<file path="src/rtl/cpu_pkg.sv">
// cpu_pkg: shared CPU definitions used by the EX/MEM pipeline register.
// It holds:
//   - the datapath widths MAX_SIZE and REG_ADDR_W;
//   - the ALU op codes;
//   - the EX/MEM payload bit layout (field offsets and total width);
//   - the state encoding of the 2-entry skid buffer.
package cpu_pkg;

  localparam int MAX_SIZE   = 32;
  localparam int REG_ADDR_W = 5;

  typedef enum logic [2:0] {
    ALU_ADD = 3'd0,
    ALU_SUB = 3'd1,
    ALU_AND = 3'd2,
    ALU_OR  = 3'd3,
    ALU_XOR = 3'd4,
    ALU_SLT = 3'd5
  } alu_op_e;

  // EX/MEM payload layout, LSB first:
  //   result | store_data | rd | reg_write | mem_read | mem_write | branch_taken
  function automatic int exm_store_lsb(input int ms);
    return ms;
  endfunction

  function automatic int exm_rd_lsb(input int ms);
    return 2 * ms;
  endfunction

  function automatic int exm_ctrl_lsb(input int ms, input int ra);
    return 2 * ms + ra;
  endfunction

  function automatic int exm_payload_w(input int ms, input int ra);
    return 2 * ms + ra + 4;
  endfunction

  localparam int EXM_RESULT_LSB   = 0;
  localparam int EXM_STORE_LSB    = exm_store_lsb(MAX_SIZE);
  localparam int EXM_RD_LSB       = exm_rd_lsb(MAX_SIZE);
  localparam int EXM_REG_WRITE    = exm_ctrl_lsb(MAX_SIZE, REG_ADDR_W);
  localparam int EXM_MEM_READ     = EXM_REG_WRITE + 1;
  localparam int EXM_MEM_WRITE    = EXM_REG_WRITE + 2;
  localparam int EXM_BRANCH_TAKEN = EXM_REG_WRITE + 3;
  localparam int EXM_PAYLOAD_W    = exm_payload_w(MAX_SIZE, REG_ADDR_W);

  typedef enum logic [1:0] {
    SKID_EMPTY = 2'd0,
    SKID_ONE   = 2'd1,
    SKID_TWO   = 2'd2
  } skid_state_e;

endpackage

</file>
<file path="src/rtl/ex_mem_stage_if.sv">
// ex_mem_stage_if: handshake and payload bundle between the execute stage,
// the EX/MEM register and the memory stage.
//   slave  : the EX/MEM register's view
//            - inputs:  in_*, flush, out_ready
//            - outputs: in_ready, out_*
//   master : the surrounding pipeline's view (signal directions mirrored)
interface ex_mem_stage_if #(
  parameter int MAX_SIZE   = cpu_pkg::MAX_SIZE,
  parameter int REG_ADDR_W = cpu_pkg::REG_ADDR_W
);

  logic                  flush;

  logic                  in_valid;
  logic                  in_ready;
  logic [MAX_SIZE-1:0]   in_result;
  logic                  in_zero;
  logic [MAX_SIZE-1:0]   in_store_data;
  logic [REG_ADDR_W-1:0] in_rd;
  logic                  in_reg_write;
  logic                  in_mem_read;
  logic                  in_mem_write;
  logic                  in_branch;

  logic                  out_valid;
  logic                  out_ready;
  logic [MAX_SIZE-1:0]   out_result;
  logic [MAX_SIZE-1:0]   out_store_data;
  logic [REG_ADDR_W-1:0] out_rd;
  logic                  out_reg_write;
  logic                  out_mem_read;
  logic                  out_mem_write;
  logic                  out_branch_taken;

  modport slave (
    input  flush,
    input  in_valid, in_result, in_zero, in_store_data, in_rd,
           in_reg_write, in_mem_read, in_mem_write, in_branch,
    output in_ready,
    output out_valid, out_result, out_store_data, out_rd,
           out_reg_write, out_mem_read, out_mem_write, out_branch_taken,
    input  out_ready
  );

  modport master (
    output flush,
    output in_valid, in_result, in_zero, in_store_data, in_rd,
           in_reg_write, in_mem_read, in_mem_write, in_branch,
    input  in_ready,
    input  out_valid, out_result, out_store_data, out_rd,
           out_reg_write, out_mem_read, out_mem_write, out_branch_taken,
    output out_ready
  );

endinterface

</file>
<file path="src/rtl/pipe_skid_buffer.sv">
// pipe_skid_buffer: 2-entry valid/ready register stage on a flat payload.
//
// Entries:
//   - main drives out_data;
//   - skid catches one extra entry when the consumer stalls.
//
// Handshake:
//   - in_ready is a flop, so there is no combinational path from out_ready
//     back to the producer.
//   - flush squashes both entries at the next edge; any accept or consume
//     in that same cycle is discarded.
//
// Ports:
//   clk, rst            clock, asynchronous active-high reset
//   flush               synchronous squash of all held entries
//   in_valid/in_ready   producer handshake, in_data payload
//   out_valid/out_ready consumer handshake, out_data payload
module pipe_skid_buffer
  import cpu_pkg::*;
#(
  parameter int WIDTH = 8
) (
  input  logic             clk,
  input  logic             rst,
  input  logic             flush,
  input  logic             in_valid,
  output logic             in_ready,
  input  logic [WIDTH-1:0] in_data,
  output logic             out_valid,
  input  logic             out_ready,
  output logic [WIDTH-1:0] out_data
);

  skid_state_e      state_q, state_d;
  logic             in_ready_q, in_ready_d;
  logic [WIDTH-1:0] main_q, main_d;
  logic [WIDTH-1:0] skid_q, skid_d;

  logic accept;
  logic consume;

  assign in_ready  = in_ready_q;
  assign out_valid = (state_q != SKID_EMPTY);
  assign out_data  = main_q;

  assign accept  = in_valid & in_ready_q;
  assign consume = out_valid & out_ready;

  always_comb begin
    state_d = state_q;
    main_d  = main_q;
    skid_d  = skid_q;

    if (flush) begin
      // Payload is left as-is; validity alone squashes the entries.
      state_d = SKID_EMPTY;
    end else begin
      unique case (state_q)
        SKID_EMPTY: begin
          if (accept) begin
            main_d  = in_data;
            state_d = SKID_ONE;
          end
        end
        SKID_ONE: begin
          if (accept && !consume) begin
            skid_d  = in_data;
            state_d = SKID_TWO;
          end else if (consume && !accept) begin
            state_d = SKID_EMPTY;
          end else if (accept && consume) begin
            main_d  = in_data;
          end
        end
        SKID_TWO: begin
          // in_ready_q is low here, so accept cannot fire.
          if (consume) begin
            main_d  = skid_q;
            state_d = SKID_ONE;
          end
        end
        default: state_d = SKID_EMPTY;
      endcase
    end

    // Precomputed from the next state so in_ready leaves a flop.
    in_ready_d = (state_d != SKID_TWO);
  end

  always_ff @(posedge clk or posedge rst) begin
    if (rst) begin
      state_q    <= SKID_EMPTY;
      in_ready_q <= 1'b1;
      main_q     <= '0;
      skid_q     <= '0;
    end else begin
      state_q    <= state_d;
      in_ready_q <= in_ready_d;
      main_q     <= main_d;
      skid_q     <= skid_d;
    end
  end

endmodule

</file>
<file path="src/rtl/ex_mem_stage.sv">
// ex_mem_stage: EX/MEM pipeline register of the CPU.
//
// Function:
//   - Captures the ALU result, store data, destination register and the
//     memory/writeback control bits.
//   - Resolves branch-taken (in_branch & in_zero) at capture time and
//     stores it with the entry.
//   - Holds entries in a 2-entry skid buffer so the memory stage can stall
//     without a combinational ready path back into execute.
//   - Qualifies the control outputs with out_valid, so a squashed or empty
//     stage never issues a write.
//
// Ports:
//   clk  clock, rising edge
//   rst  asynchronous active-high reset
//   bus  ex_mem_stage_if.slave, which carries:
//          - flush
//          - the in_* handshake and payload
//          - the out_* handshake and payload
module ex_mem_stage
  import cpu_pkg::*;
#(
  parameter int MAX_SIZE   = cpu_pkg::MAX_SIZE,
  parameter int REG_ADDR_W = cpu_pkg::REG_ADDR_W
) (
  input  logic                 clk,
  input  logic                 rst,
  ex_mem_stage_if.slave        bus
);

  localparam int PW        = exm_payload_w(MAX_SIZE, REG_ADDR_W);
  localparam int STORE_LSB = exm_store_lsb(MAX_SIZE);
  localparam int RD_LSB    = exm_rd_lsb(MAX_SIZE);
  localparam int CTRL_LSB  = exm_ctrl_lsb(MAX_SIZE, REG_ADDR_W);

  logic [PW-1:0] in_payload;
  logic [PW-1:0] out_payload;
  logic          out_valid;
  logic          in_ready;
  logic          branch_taken;

  // The only payload logic: the branch decision is made here once.
  assign branch_taken = bus.in_branch & bus.in_zero;

  assign in_payload = {branch_taken,
                       bus.in_mem_write,
                       bus.in_mem_read,
                       bus.in_reg_write,
                       bus.in_rd,
                       bus.in_store_data,
                       bus.in_result};

  pipe_skid_buffer #(
    .WIDTH (PW)
  ) u_skid (
    .clk       (clk),
    .rst       (rst),
    .flush     (bus.flush),
    .in_valid  (bus.in_valid),
    .in_ready  (in_ready),
    .in_data   (in_payload),
    .out_valid (out_valid),
    .out_ready (bus.out_ready),
    .out_data  (out_payload)
  );

  assign bus.in_ready  = in_ready;
  assign bus.out_valid = out_valid;

  // Data fields pass straight through.
  assign bus.out_result     = out_payload[MAX_SIZE-1:0];
  assign bus.out_store_data = out_payload[STORE_LSB +: MAX_SIZE];
  assign bus.out_rd         = out_payload[RD_LSB +: REG_ADDR_W];

  // Control bits are gated by out_valid: after a flush, the payload
  // registers may still hold a squashed instruction.
  assign bus.out_reg_write    = out_valid & out_payload[CTRL_LSB];
  assign bus.out_mem_read     = out_valid & out_payload[CTRL_LSB + 1];
  assign bus.out_mem_write    = out_valid & out_payload[CTRL_LSB + 2];
  assign bus.out_branch_taken = out_valid & out_payload[CTRL_LSB + 3];

endmodule

</file>
<file path="src/flat_wrapper.sv">
// flat-port wrapper written by rule: the top's interface ports become plain ports
module ex_mem_stage_flat import cpu_pkg::*;
#(
  parameter int MAX_SIZE   = cpu_pkg::MAX_SIZE,
  parameter int REG_ADDR_W = cpu_pkg::REG_ADDR_W
)
  (clk, rst, bus_flush, bus_in_valid, bus_in_result, bus_in_zero, bus_in_store_data, bus_in_rd, bus_in_reg_write, bus_in_mem_read, bus_in_mem_write, bus_in_branch, bus_in_ready, bus_out_valid, bus_out_result, bus_out_store_data, bus_out_rd, bus_out_reg_write, bus_out_mem_read, bus_out_mem_write, bus_out_branch_taken, bus_out_ready);
  ex_mem_stage_if #(.MAX_SIZE(MAX_SIZE), .REG_ADDR_W(REG_ADDR_W)) bus_i ();
  input  logic clk;
  input  logic rst;
  input wire logic [$bits(bus_i.flush)-1:0] bus_flush;
  input wire logic [$bits(bus_i.in_valid)-1:0] bus_in_valid;
  input wire logic [$bits(bus_i.in_result)-1:0] bus_in_result;
  input wire logic [$bits(bus_i.in_zero)-1:0] bus_in_zero;
  input wire logic [$bits(bus_i.in_store_data)-1:0] bus_in_store_data;
  input wire logic [$bits(bus_i.in_rd)-1:0] bus_in_rd;
  input wire logic [$bits(bus_i.in_reg_write)-1:0] bus_in_reg_write;
  input wire logic [$bits(bus_i.in_mem_read)-1:0] bus_in_mem_read;
  input wire logic [$bits(bus_i.in_mem_write)-1:0] bus_in_mem_write;
  input wire logic [$bits(bus_i.in_branch)-1:0] bus_in_branch;
  output wire logic [$bits(bus_i.in_ready)-1:0] bus_in_ready;
  output wire logic [$bits(bus_i.out_valid)-1:0] bus_out_valid;
  output wire logic [$bits(bus_i.out_result)-1:0] bus_out_result;
  output wire logic [$bits(bus_i.out_store_data)-1:0] bus_out_store_data;
  output wire logic [$bits(bus_i.out_rd)-1:0] bus_out_rd;
  output wire logic [$bits(bus_i.out_reg_write)-1:0] bus_out_reg_write;
  output wire logic [$bits(bus_i.out_mem_read)-1:0] bus_out_mem_read;
  output wire logic [$bits(bus_i.out_mem_write)-1:0] bus_out_mem_write;
  output wire logic [$bits(bus_i.out_branch_taken)-1:0] bus_out_branch_taken;
  input wire logic [$bits(bus_i.out_ready)-1:0] bus_out_ready;
  assign bus_i.flush = bus_flush;
  assign bus_i.in_valid = bus_in_valid;
  assign bus_i.in_result = bus_in_result;
  assign bus_i.in_zero = bus_in_zero;
  assign bus_i.in_store_data = bus_in_store_data;
  assign bus_i.in_rd = bus_in_rd;
  assign bus_i.in_reg_write = bus_in_reg_write;
  assign bus_i.in_mem_read = bus_in_mem_read;
  assign bus_i.in_mem_write = bus_in_mem_write;
  assign bus_i.in_branch = bus_in_branch;
  assign bus_in_ready = bus_i.in_ready;
  assign bus_out_valid = bus_i.out_valid;
  assign bus_out_result = bus_i.out_result;
  assign bus_out_store_data = bus_i.out_store_data;
  assign bus_out_rd = bus_i.out_rd;
  assign bus_out_reg_write = bus_i.out_reg_write;
  assign bus_out_mem_read = bus_i.out_mem_read;
  assign bus_out_mem_write = bus_i.out_mem_write;
  assign bus_out_branch_taken = bus_i.out_branch_taken;
  assign bus_i.out_ready = bus_out_ready;
  ex_mem_stage #(.MAX_SIZE(MAX_SIZE), .REG_ADDR_W(REG_ADDR_W)) u_core (.clk(clk), .rst(rst), .bus(bus_i));
endmodule
</file>
<file path="config.mk">
export PLATFORM = sky130hd
export DESIGN_NAME = ex_mem_stage_flat
export DESIGN_NICKNAME = d
export VERILOG_FILES = /design/src/rtl/cpu_pkg.sv /design/src/rtl/ex_mem_stage_if.sv /design/src/rtl/pipe_skid_buffer.sv /design/src/rtl/ex_mem_stage.sv /design/src/flat_wrapper.sv
export SDC_FILE = /design/constraint.sdc
export NUM_CORES = 1
export LEC_CHECK = 0
export CORE_UTILIZATION = 52
export CTS_BUF_LIST = sky130_fd_sc_hd__clkbuf_8
export CTS_CLUSTER_DIAMETER = 60
export CTS_CLUSTER_SIZE = 28
export DETAILED_ROUTE_END_ITERATION = 10
export PLACE_DENSITY = 0.85
export SYNTH_ARGS = -nofsm -noshare
export SYNTH_HDL_FRONTEND = slang
export SYNTH_SLANG_ARGS = --single-unit
</file>
<file path="constraint.sdc">
create_clock -name clk -period 5.9 [get_ports clk]
set_input_delay 0.59 -clock clk [delete_from_list [all_inputs] [get_ports clk]]
set_output_delay 0.59 -clock clk [all_outputs]
set_load 0.03 [all_outputs]
</file>
# --- After elaboration in Yosys (flattened, before gate mapping) ---
# Index checks and enable logic that the tools add are counted.
# W data, S select, Z words.
op_classes:
  n_reduce_logical: 10
  bitwise_logic: 8
  n_mux: 12
  n_eq_ne: 8
ops:
  columns: ["operator", "n"]
  rows:
  - ["$mux W73", 5]
  - ["$pmux W73 S3", 1]
  - ["$ne A2 B2 Y1 const B", 6]
  - ["$mux W2", 5]
  - ["$and A1 B1 Y1", 7]
  - ["$reduce_and A7 Y1", 1]
  - ["$pmux W2 S3", 1]
  - ["$logic_and A1 B1 Y1", 3]
  - ["$reduce_and A3 Y1", 1]
  - ["$reduce_bool A3 Y1", 1]
  - ["$eq A2 B1 Y1 const B", 1]
  - ["$eq A2 B2 Y1 const B", 1]
  - ["$logic_not A1 Y1", 2]
  - ["$logic_not A2 Y1", 1]
  - ["$reduce_bool A2 Y1", 1]
  - ["$not A1 Y1", 1]
word_totals:
  register_bits: 149

# --- Longest topological paths before layout ---
# Gate-level depths: netlist of the first run.
logic_depth:
  word_depth: 8
  mapped_depth: 6
  mapped_depth_nobuf: 5

# --- Hierarchy ---
# A second synthesis of the first run with hierarchy kept.
hier_totals:
  hier_cells: 494
  area_unflattened_um2: 6588.8
modules_own_cells:
  columns: ["module", "cells_per_inst", "seq_area_each_um2", "area_each_um2", "n_inst"]
  rows:
  - ["pipe_skid_buffer", 489, 3729.8, 6557.5, 1]
  - ["ex_mem_stage", 5, 0.0, 31.3, 1]

# --- Least setup slack after synthesis of the first run ---
# No wires, ideal clock.
synth_path:
  kind: "in2reg"
  startpoint: "input bus_out_ready"
  endpoint: "register u_core.u_skid.skid_q[0]"
  stages: 5
  arrival_time_ns: 1.763
  setup_time_ns: 0.125
  setup_slack_ns: 4.011
  n_path_buf: 2
  cell_sequence: "and2b_1 -> or3b_1 -> buf_6 -> buf_6 -> mux2_4"
synth_via:
  elab_chain_cells: 4
synth_lines:
  columns: ["element", "line_no", "source"]
  rows:
  - ["start: declaration", "flat_wrapper.sv:30", "input wire logic [$bits(bus_i.out_ready)-1:0] bus_out_ready;"]
  - ["$and A1 B1 Y1", "pipe_skid_buffer.sv:47", "assign consume = out_valid & out_ready;"]
  - ["$logic_not A1 Y1", "pipe_skid_buffer.sv:66", "if (accept && !consume) begin"]
  - ["$logic_and A1 B1 Y1", "pipe_skid_buffer.sv:66", null]
  - ["$reduce_and A3 Y1 (no source line)", null, null]
  - ["end signal: assignment", "pipe_skid_buffer.sv:100", "skid_q <= skid_d;"]
  - ["end: declaration", "pipe_skid_buffer.sv:37", "logic [WIDTH-1:0] skid_q, skid_d;"]
# No other way between the ends.
# A chain may end at the register's enable or synchronous reset.

# --- Final worst setup path of the first run ---
layout_path:
  startpoint: "input bus_out_ready"
  endpoint: "register u_core.u_skid.skid_q[28]"
# The elaborated chain is that of the path after synthesis.

==> results of run 1 <==
-- critical path, stage by stage --
cell and delay [ns]:
clkdlybuf4s50_1 0.53, and2b_1 0.25, or3b_4 0.88, buf_4 0.58, mux2_2 0.39
-- through the flow --
stage                util  hold slack, ns
finish              0.654           0.490
global route        0.654           0.525
CTS                 0.654           0.494
detailed placement  0.625           0.476
global placement    0.625           0.472
floorplan               -           0.450
-- worst max path at each step --
stage	from	endpoint	slack [ns]	depth (start not counted)
floorplan	rst	u_core.u_skid.out_data[0]	1.30	1
global placement	bus_out_ready	u_core.u_skid.skid_q[28]	2.58	5
detailed placement	bus_out_ready	u_core.u_skid.skid_q[28]	2.53	5
CTS	bus_out_ready	u_core.u_skid.skid_q[28]	3.03	5
global route	bus_out_ready	u_core.u_skid.skid_q[28]	2.91	5
finish	bus_out_ready	u_core.u_skid.skid_q[28]	3.00	5
-- flip-flops by register name, summed over array words and instances (netlist names) --
register	flops
u_core.u_skid.out_data	73
u_core.u_skid.skid_q	73
u_core.u_skid.state_q	2
u_core.u_skid.in_ready	1
-- cells in the mapped netlist (all sizes together), types with 3 or more instances --
cell type  number
nor2b           5
nand2         149
nor2           76
mux2           72
a31oi          73
buf            90
dfrtp         148
inv             3
clkbuf         19
-- report_power, final --
group	total (mW)	leakage, nW	switching (mW)	internal (mW)
clock network	0.760	0.199	0.354	0.406
registers	1.43	1.74	0.153	1.28
logic	0.874	1.87	0.415	0.458
-- logic make-up (layout without fill, tap and decap cells) --
family,after synthesis,in the layout,synth area share
muxes,72,72,0.149
xor gates and xnor gates,1,1,0.00127
buffers and inverters,112,190,0.108
AOI/OAI and AO/OA,77,77,0.0703
and+or+nand+nor,236,236,0.133
DFF,149,149,0.539
-- cell type report --
class	instances	area, um^2	share of cell area
flip-flops and latches	149	3730	0.445
multi-input cells	386	2470	0.295
repair buffers	159	1580	0.188
clock buffers	21	289	0.0345
well taps	172	215	0.0257
clock inverters	7	83.8	0.0100
inverters	3	16.3	0.00194
-- metal layers --
layer	up-vias	global-route usage	routed length [um]
met2	156	0.359	7130
met4	0	0.123	529
li1	2221	-	-
met5	-	0	0
met1	2318	0.276	6060
met3	38	0.0516	672
-- cells in the final DEF (no fill, tap or decap), types with 2 or more instances in the layout --
cell             count
buf_4                6
mux2_2              14
a31oi_1             73
clkbuf_8            21
clkdlybuf4s50_1    153
mux2_4              58
dfrtp_1            148
nand2_1            149
bufinv_16            2
nor2b_1              4
nor2_1              76
inv_1                5
==> qor.yml, run 1 <==
p_leak_nw: 3.81
cts_resized: 0
postCtsSetupBuffers: 0
pre_cts_slack_ns: 2.53
synth_area_leaders: "dfrtp_1 53%, mux2_4 13%, nand2_1 8.1%"
antenna_found_initial: 0
holdPathStages: 2
ant_nets: 0
synthFlopType: "dfrtp_1"
synth_top_area_share: 0.535
worstReg2RegEnd: "u_core.u_skid.skid_q[28]"
clockBufferDepth: 2
syn_inst: 647
syn_area_um2: 6920
gp_congestion: 0.786
fillerInstances: 969
fmax_mhz: 345
wirelength_um: 14400
drv_cap: 0
grt-ovfl-total: 0
insertion_delay_ns: 0.45
min_to: "u_core.u_skid.skid_q[72]"
arrival_ns: 3.24
hold_buffers: 0
pin_count: 154
dieWidth_um: 117
synth-async-reset-ratio: 1.00
worst_pin_slew_ns: 1.06
hold_violations: 0
drt_pass1_iterations: 4
drive_above_1_share: 0.150
critPathLaunchType: "input port"
maxSlewViolCount: 0
fp.dieH_um: 117
initial_core_util: 0.540
slew_headroom: 0.291
critPathKind: "in -> reg"
worst_slack_ns: 3.00
ys_warn_count: 0
yosysSeqAreaShare: 0.539
outcome: "complete, no violations"
dieArea_um2: 13800
dpl.cell_count: 869
cts_max_level: 4
grtUsageTotal: 0.222
vias_per_cell: 5.28
grt_pass1_vias: 4906
core.rowCount: 41
power_density_nw_per_um2: 365
r2r_start: "u_core.u_skid.state_q[0]"
syn-num-nets: 726
cp.required_ns: 6.24
rsz0062_at_grt: "no"
ys_ff_latch: 149
post-route-period-util: 0.491
synth_edf_count: 0
fin_area_um2: 8380
fin_worst_skew_ns: 0.00699
yosysTopAreaCell: "dfrtp_1"
grt_first_pass_wirelength_um: 24200
end_kind: "flop"
synthDistinctLibCells: 25
r2r_slack_ns: 3.23
clk_pin_slew_ns: 0.08
core_area_um2: 12800
diodes: 0
p_total_mw: 3.06
wl_per_cell_um: 16.0
vias: 4733
avgSynthCellArea_um2: 10.7
drc_errors: 0
reg2reg_depth: 4
area_growth_pct: 21.1
vdd_ir_drop_max_v: 0.000183
port_buffers: 153
post_dp_cell_area_um2: 8010
dp_hpwl_um: 9280
clock-root-buffer: "clkbuf_8"
cts_buffers: 17
grt_max_degree: 123
cts_tree: "done"
worst-path-max-fanout: 48
min_path_type: "reg -> reg"
nNetsFinal: 795
drt_iter0_drc: 366
hold_path_startpoint: "u_core.u_skid.skid_q[72]"
finalNonFillerCells: 897
final-setup-viol-count: 0
tns_ns: 0
finalCriticalPeriod_ns: 2.90
clock_sinks: 149
(Power assumes the default switching activity.)
==> inputs of run 2 (changes only) <==
==> constraint.sdc (replaced) <==
create_clock -name clk -period 2.9 [get_ports clk]
set_input_delay 0.29 -clock clk [delete_from_list [all_inputs] [get_ports clk]]
set_output_delay 0.29 -clock clk [all_outputs]
set_load 0.03 [all_outputs]
==> run 2 against run 1 <==
Die area unchanged. Global-route usage is 0.55 points higher. Clock-buffer cell count down 2. Critical path depth shrank 2. Largest cell class unchanged. Clock skew rose by 0.0025 ns. Final area rose by 1.4%. Sequential cell count did not move.
==> qor.yml, run 2 (synthesized netlist as in run 1, its figures left out) <==
outcome: "complete, no violations"  # unchanged
arrival_ns: 2.02  # was 3.24 ns
worst_pin_slew_ns: 0.816  # was 1.06 ns
switching_share: 0.306  # was 0.301
grt_first_pass_wirelength_um: 24600  # was 24200 um
p_leak_nw: 3.85  # was 3.81 nW
crit_path_max_incr_delay_ns: 0.63  # was 0.88 ns
comb_power_share: 0.281  # was 0.285
p_switching_mw: 1.95  # was 0.922 mW
port_buffers: 153  # unchanged
vias_per_cell: 5.35  # was 5.28
clock-root-buffer: "clkbuf_8"  # unchanged
clock_sinks: 149  # unchanged
drive_above_1_share: 0.161  # was 0.150
vias: 4840  # was 4733
pin_count: 154  # unchanged
fin_worst_skew_ns: 0.00950  # was 0.00699 ns
cts_tree: "done"  # unchanged
initial_core_util: 0.540  # unchanged
post-route-period-util: 0.795
hold_violations: 0  # unchanged
cp.required_ns: 2.61  # was 6.24 ns
drt_pass1_iterations: 5  # was 4
antenna_found_initial: 0  # unchanged
drt_iter0_drc: 336  # was 366
grt-ovfl-total: 0  # unchanged
power_frac_seq: 0.457  # was 0.466
cp_slowest_cell: "clkdlybuf4s50_1"  # was or3b_4
final_common_cell: "clkdlybuf4s50_1"  # unchanged
cp.buffers_inverters: 1  # was 2
grtUsageTotal: 0.228  # was 0.222
power_density_nw_per_um2: 750  # was 365 nW/um^2
fp.dieH_um: 117  # unchanged
gp_congestion: 0.749  # was 0.786
drv_cap: 0  # unchanged
finalCriticalPeriod_ns: 2.31
critPathLaunchType: "flop"  # was input port
dp_hpwl_um: 9820  # was 9280 um
end_kind: "output pin"  # was flop
core_area_um2: 12800  # unchanged
grt_max_degree: 150  # was 123
maxSlewViolCount: 0  # unchanged
p_int_mw: 4.42  # was 2.14 mW
clockBufferDepth: 2  # unchanged
insertion_delay_ns: 0.45  # about the same
min_path_type: "in -> async"  # was reg -> reg
fmax_mhz: 434
critPathTopFamily: "buffers and inverters"  # was simple AND/OR/NAND/NOR gates
clk_pin_slew_ns: 0.08  # about the same
nNetsFinal: 798  # was 795
ant_nets: 0  # unchanged
dieWidth_um: 117  # unchanged
cts_resized: 0  # unchanged
final-setup-viol-count: 0  # unchanged
area_growth_pct: 22.8  # was 21.1%
postCtsSetupBuffers: 0  # unchanged
vdd_ir_drop_max_v: 0.000419  # was 0.000183 V
cts_max_level: 4  # unchanged
critPathKind: "reg -> out"  # was in -> reg
wl_per_cell_um: 16.5  # was 16.0 um
slew_headroom: 0.456  # was 0.291
rsz0062_at_grt: "no"  # unchanged
tns_ns: 0  # unchanged
cts_buffers: 17  # unchanged
hold_buffers: 0  # unchanged
dieArea_um2: 13800  # unchanged
wirelength_um: 14900  # was 14400 um
drc_errors: 0  # unchanged
final_cell_mix: "153 x clkdlybuf4s50_1, 149 x nand2_1, 148 x dfrtp_1"  # unchanged
grt_pass1_vias: 5000  # was 4906
p_total_mw: 6.37  # was 3.06 mW
core.rowCount: 41  # unchanged
path_cells: "nor2_1 -> nor2b_1 -> clkdlybuf4s50_1"  # was clkdlybuf4s50_1 -> and2b_1 -> or3b_4 -> buf_4 -> mux2_2
diodes: 0  # unchanged
worst-path-max-fanout: 7  # was 48
p_clk_frac: 0.262  # was 0.248
[run 2: layout make-up]
class / count / area (um^2)
fillers: 935 / 4320
flip-flops and latches: 149 / 3730
multi-input cells: 386 / 2470
repair buffers: 162 / 1650
clock buffers: 19 / 262
well taps: 172 / 215
clock inverters: 13 / 158
inverters: 3 / 15.0
[run 2: worst reg2reg max path, delay by kind of cell, from the launching register on]
kind            cells  cell delay, ns
simple gates        2            0.43
compound gates      2            0.50
flops               1            0.46
buf+inv             1            0.56
[run 2: stage by stage]
step,hold WS (ns),utilization,instances,setup slack (ns),area (um^2)
after floorplan,0.356,-,647,0.736,6930
after global placement,0.468,0.630,872,0.724,8080
after detailed placement,0.491,0.630,872,0.595,8080
after CTS,0.378,0.663,904,0.522,8500
after global routing,0.412,0.663,904,0.495,8500
final,0.384,0.663,904,0.594,8500
[run 2: final timing paths]
check	start	to	slack, ns	cells after the start
max	u_core.u_skid.state_q[1]	bus_out_branch_taken	0.59	3
max in group asynchronous	rst	u_core.u_skid.state_q[1]	1.88	3
min in group clk	bus_in_result[28]	u_core.u_skid.out_data[28]	0.42	3
min reg2reg	u_core.u_skid.skid_q[72]	u_core.u_skid.skid_q[72]	0.50	2
max reg2reg	u_core.u_skid.state_q[1]	u_core.u_skid.out_data[43]	0.88	5
min	rst	u_core.u_skid.out_data[45]	0.38	3
[run 2: routing by layer]
metal	vias to the layer above	global-route usage	part of all wire
li1	2227	-	-
met1	2381	0.272	0.41
met2	186	0.370	0.49
met3	46	0.0613	0.058
met4	0	0.135	0.036
met5	-	0	0
[run 2: power groups by stage]
stage	logic (mW)	clock network [mW]	registers, mW
finish	1.79	1.67	2.91
global route	1.90	1.80	2.97
CTS	1.80	1.72	2.91
detailed placement	1.80	0	2.93
floorplan	1.44	0	2.83
global placement	1.73	0	2.90
==> inputs of run 3 (changes only) <==
==> constraint.sdc (replaced) <==
create_clock -name clk -period 2.3 [get_ports clk]
set_input_delay 0.23 -clock clk [delete_from_list [all_inputs] [get_ports clk]]
set_output_delay 0.23 -clock clk [all_outputs]
set_load 0.03 [all_outputs]
==> run 3 against run 2 <==
Non-clock buffer count is 3 higher. Global-route usage is 0.95 points lower. Worst hold slack worse by 0.12 ns. Setup slack got worse by 0.42 ns. Power rose by 27%. Clock skew is 0.0019 ns lower. Clock-buffer cell count unchanged. Final cell count is 0.33% higher. Critical path type unchanged. Largest cell class unchanged. Highest routed layer unchanged.
==> qor.yml, run 3 (synthesized netlist as in run 1, its figures left out) <==
outcome: "complete, no violations"  # unchanged
antenna_found_initial: 0  # unchanged
rsz0062_at_grt: "no"  # unchanged
core.rowCount: 41  # unchanged
clock_sinks: 149  # unchanged
cts_max_level: 4  # unchanged
slew_headroom: 0.603  # was 0.456
arrival_ns: 1.89  # was 2.02 ns
dp_hpwl_um: 9660  # was 9820 um
critPathLaunchType: "flop"  # unchanged
fmax_mhz: 471
worst_pin_slew_ns: 0.596  # was 0.816 ns
min_path_type: "in -> async"  # unchanged
drc_errors: 0  # unchanged
postCtsSetupBuffers: 0  # unchanged
grt_pass1_vias: 4835  # was 5000
grt-ovfl-total: 0  # unchanged
grt_max_degree: 97  # was 150
reg2reg_depth: 4  # was 5
clockBufferDepth: 2  # unchanged
wl_per_cell_um: 15.8  # was 16.5 um
fin_util: 0.668  # was 0.663
insertion_delay_ns: 0.43  # was 0.45 ns
clk_pin_slew_ns: 0.08  # about the same
wirelength_um: 14400  # was 14900 um
finalCriticalPeriod_ns: 2.12
vias_per_cell: 5.19  # was 5.35
port_buffers: 153  # unchanged
initial_core_util: 0.540  # unchanged
final-setup-viol-count: 0  # unchanged
power_density_nw_per_um2: 943  # was 750 nW/um^2
ant_nets: 0  # unchanged
dieArea_um2: 13800  # unchanged
clock-root-buffer: "clkbuf_8"  # unchanged
grtUsageTotal: 0.218  # was 0.228
end_kind: "output pin"  # unchanged
cts_tree: "done"  # unchanged
cts_buffers: 17  # unchanged
whs_ns: 0.268  # was 0.384 ns
gp_congestion: 0.769  # was 0.749
drt_iter0_drc: 302  # was 336
final_cell_mix: "153 x clkdlybuf4s50_1, 149 x nand2_1, 148 x dfrtp_1"  # unchanged
hold_violations: 0  # unchanged
maxSlewViolCount: 0  # unchanged
grt_first_pass_wirelength_um: 23700  # was 24600 um
drt_pass1_iterations: 4  # was 5
critPathKind: "reg -> out"  # unchanged
diodes: 0  # unchanged
drive_above_1_share: 0.163  # was 0.161
p_leak_nw: 3.90  # was 3.85 nW
drv_cap: 0  # unchanged
dieWidth_um: 117  # unchanged
pin_count: 154  # unchanged
tns_ns: 0  # unchanged
fp.dieH_um: 117  # unchanged
nNetsFinal: 801  # was 798
cp.required_ns: 2.07  # was 2.61 ns
area_growth_pct: 23.8  # was 22.8%
fin_worst_skew_ns: 0.00757  # was 0.00950 ns
core_area_um2: 12800  # unchanged
worst-path-max-fanout: 7  # unchanged
final_common_cell: "clkdlybuf4s50_1"  # unchanged
post-route-period-util: 0.923
vdd_ir_drop_max_v: 0.000512  # was 0.000419 V
vias: 4710  # was 4840
==> run 3: critical path, stage by stage (launching register included) <==
cell             delay [ns]
dfrtp_1                0.49
nor2_2                 0.13
nor2b_1                0.15
clkdlybuf4s50_1        0.70
==> run 3: path summary, 6_finish.rpt <==
kind | startpoint | end | slack [ns]
hold / removal | rst | u_core.u_skid.skid_q[46] | 0.27
setup reg to reg | u_core.u_skid.state_q[1] | u_core.u_skid.skid_q[2] | 0.37
setup / recovery | u_core.u_skid.state_q[1] | bus_out_mem_write | 0.18
hold reg to reg | u_core.u_skid.skid_q[72] | u_core.u_skid.skid_q[72] | 0.50
min in group clk | bus_in_store_data[2] | u_core.u_skid.out_data[34] | 0.38
max in group asynchronous | rst | u_core.u_skid.in_ready | 1.67
==> run 3: routing by layer <==
| layer | global-route usage | part of all wire | vias up |
|---|---|---|---|
| li1 | - | - | 2230 |
| met2 | 0.356 | 0.49 | 139 |
| met1 | 0.269 | 0.43 | 2316 |
| met5 | 0 | 0 | - |
| met3 | 0.0671 | 0.051 | 25 |
| met4 | 0.0909 | 0.026 | 0 |
==> run 3: area by class of cell <==
cell class	instances	area, um^2
clock buffer	19	262
tap	172	215
timing repair buffer	165	1710
clock inverter	13	164
fill	940	4260
multi-input combinational	386	2470
sequential	149	3730
inverter	3	15.0
==> run 3: power by group <==
part	switching (mW)	internal, mW
registers	0.394	3.27
clock network	0.935	1.22
logic	1.07	1.19
total	2.40	5.68
==> run 3: through the flow <==
step,total power [mW],cells,worst slack [ns],instance area [um^2]
2_1_floorplan,5.39,647,0.196,6930
3_3_place_gp,5.86,875,0.154,8140
3_5_place_dp,5.96,875,0.104,8140
4_1_cts,8.12,907,0.0350,8570
5_1_grt,8.44,907,0.0676,8570
6_report,8.08,907,0.178,8570
==> run 3: repair_timing <==
| action | 4_1_cts | 5_1_grt |
|---|---|---|
| gates resized for setup | 0 | 1 |
| endpoints found under the setup margin | 0 | 5 |
| hold buffers | 0 | 0 |
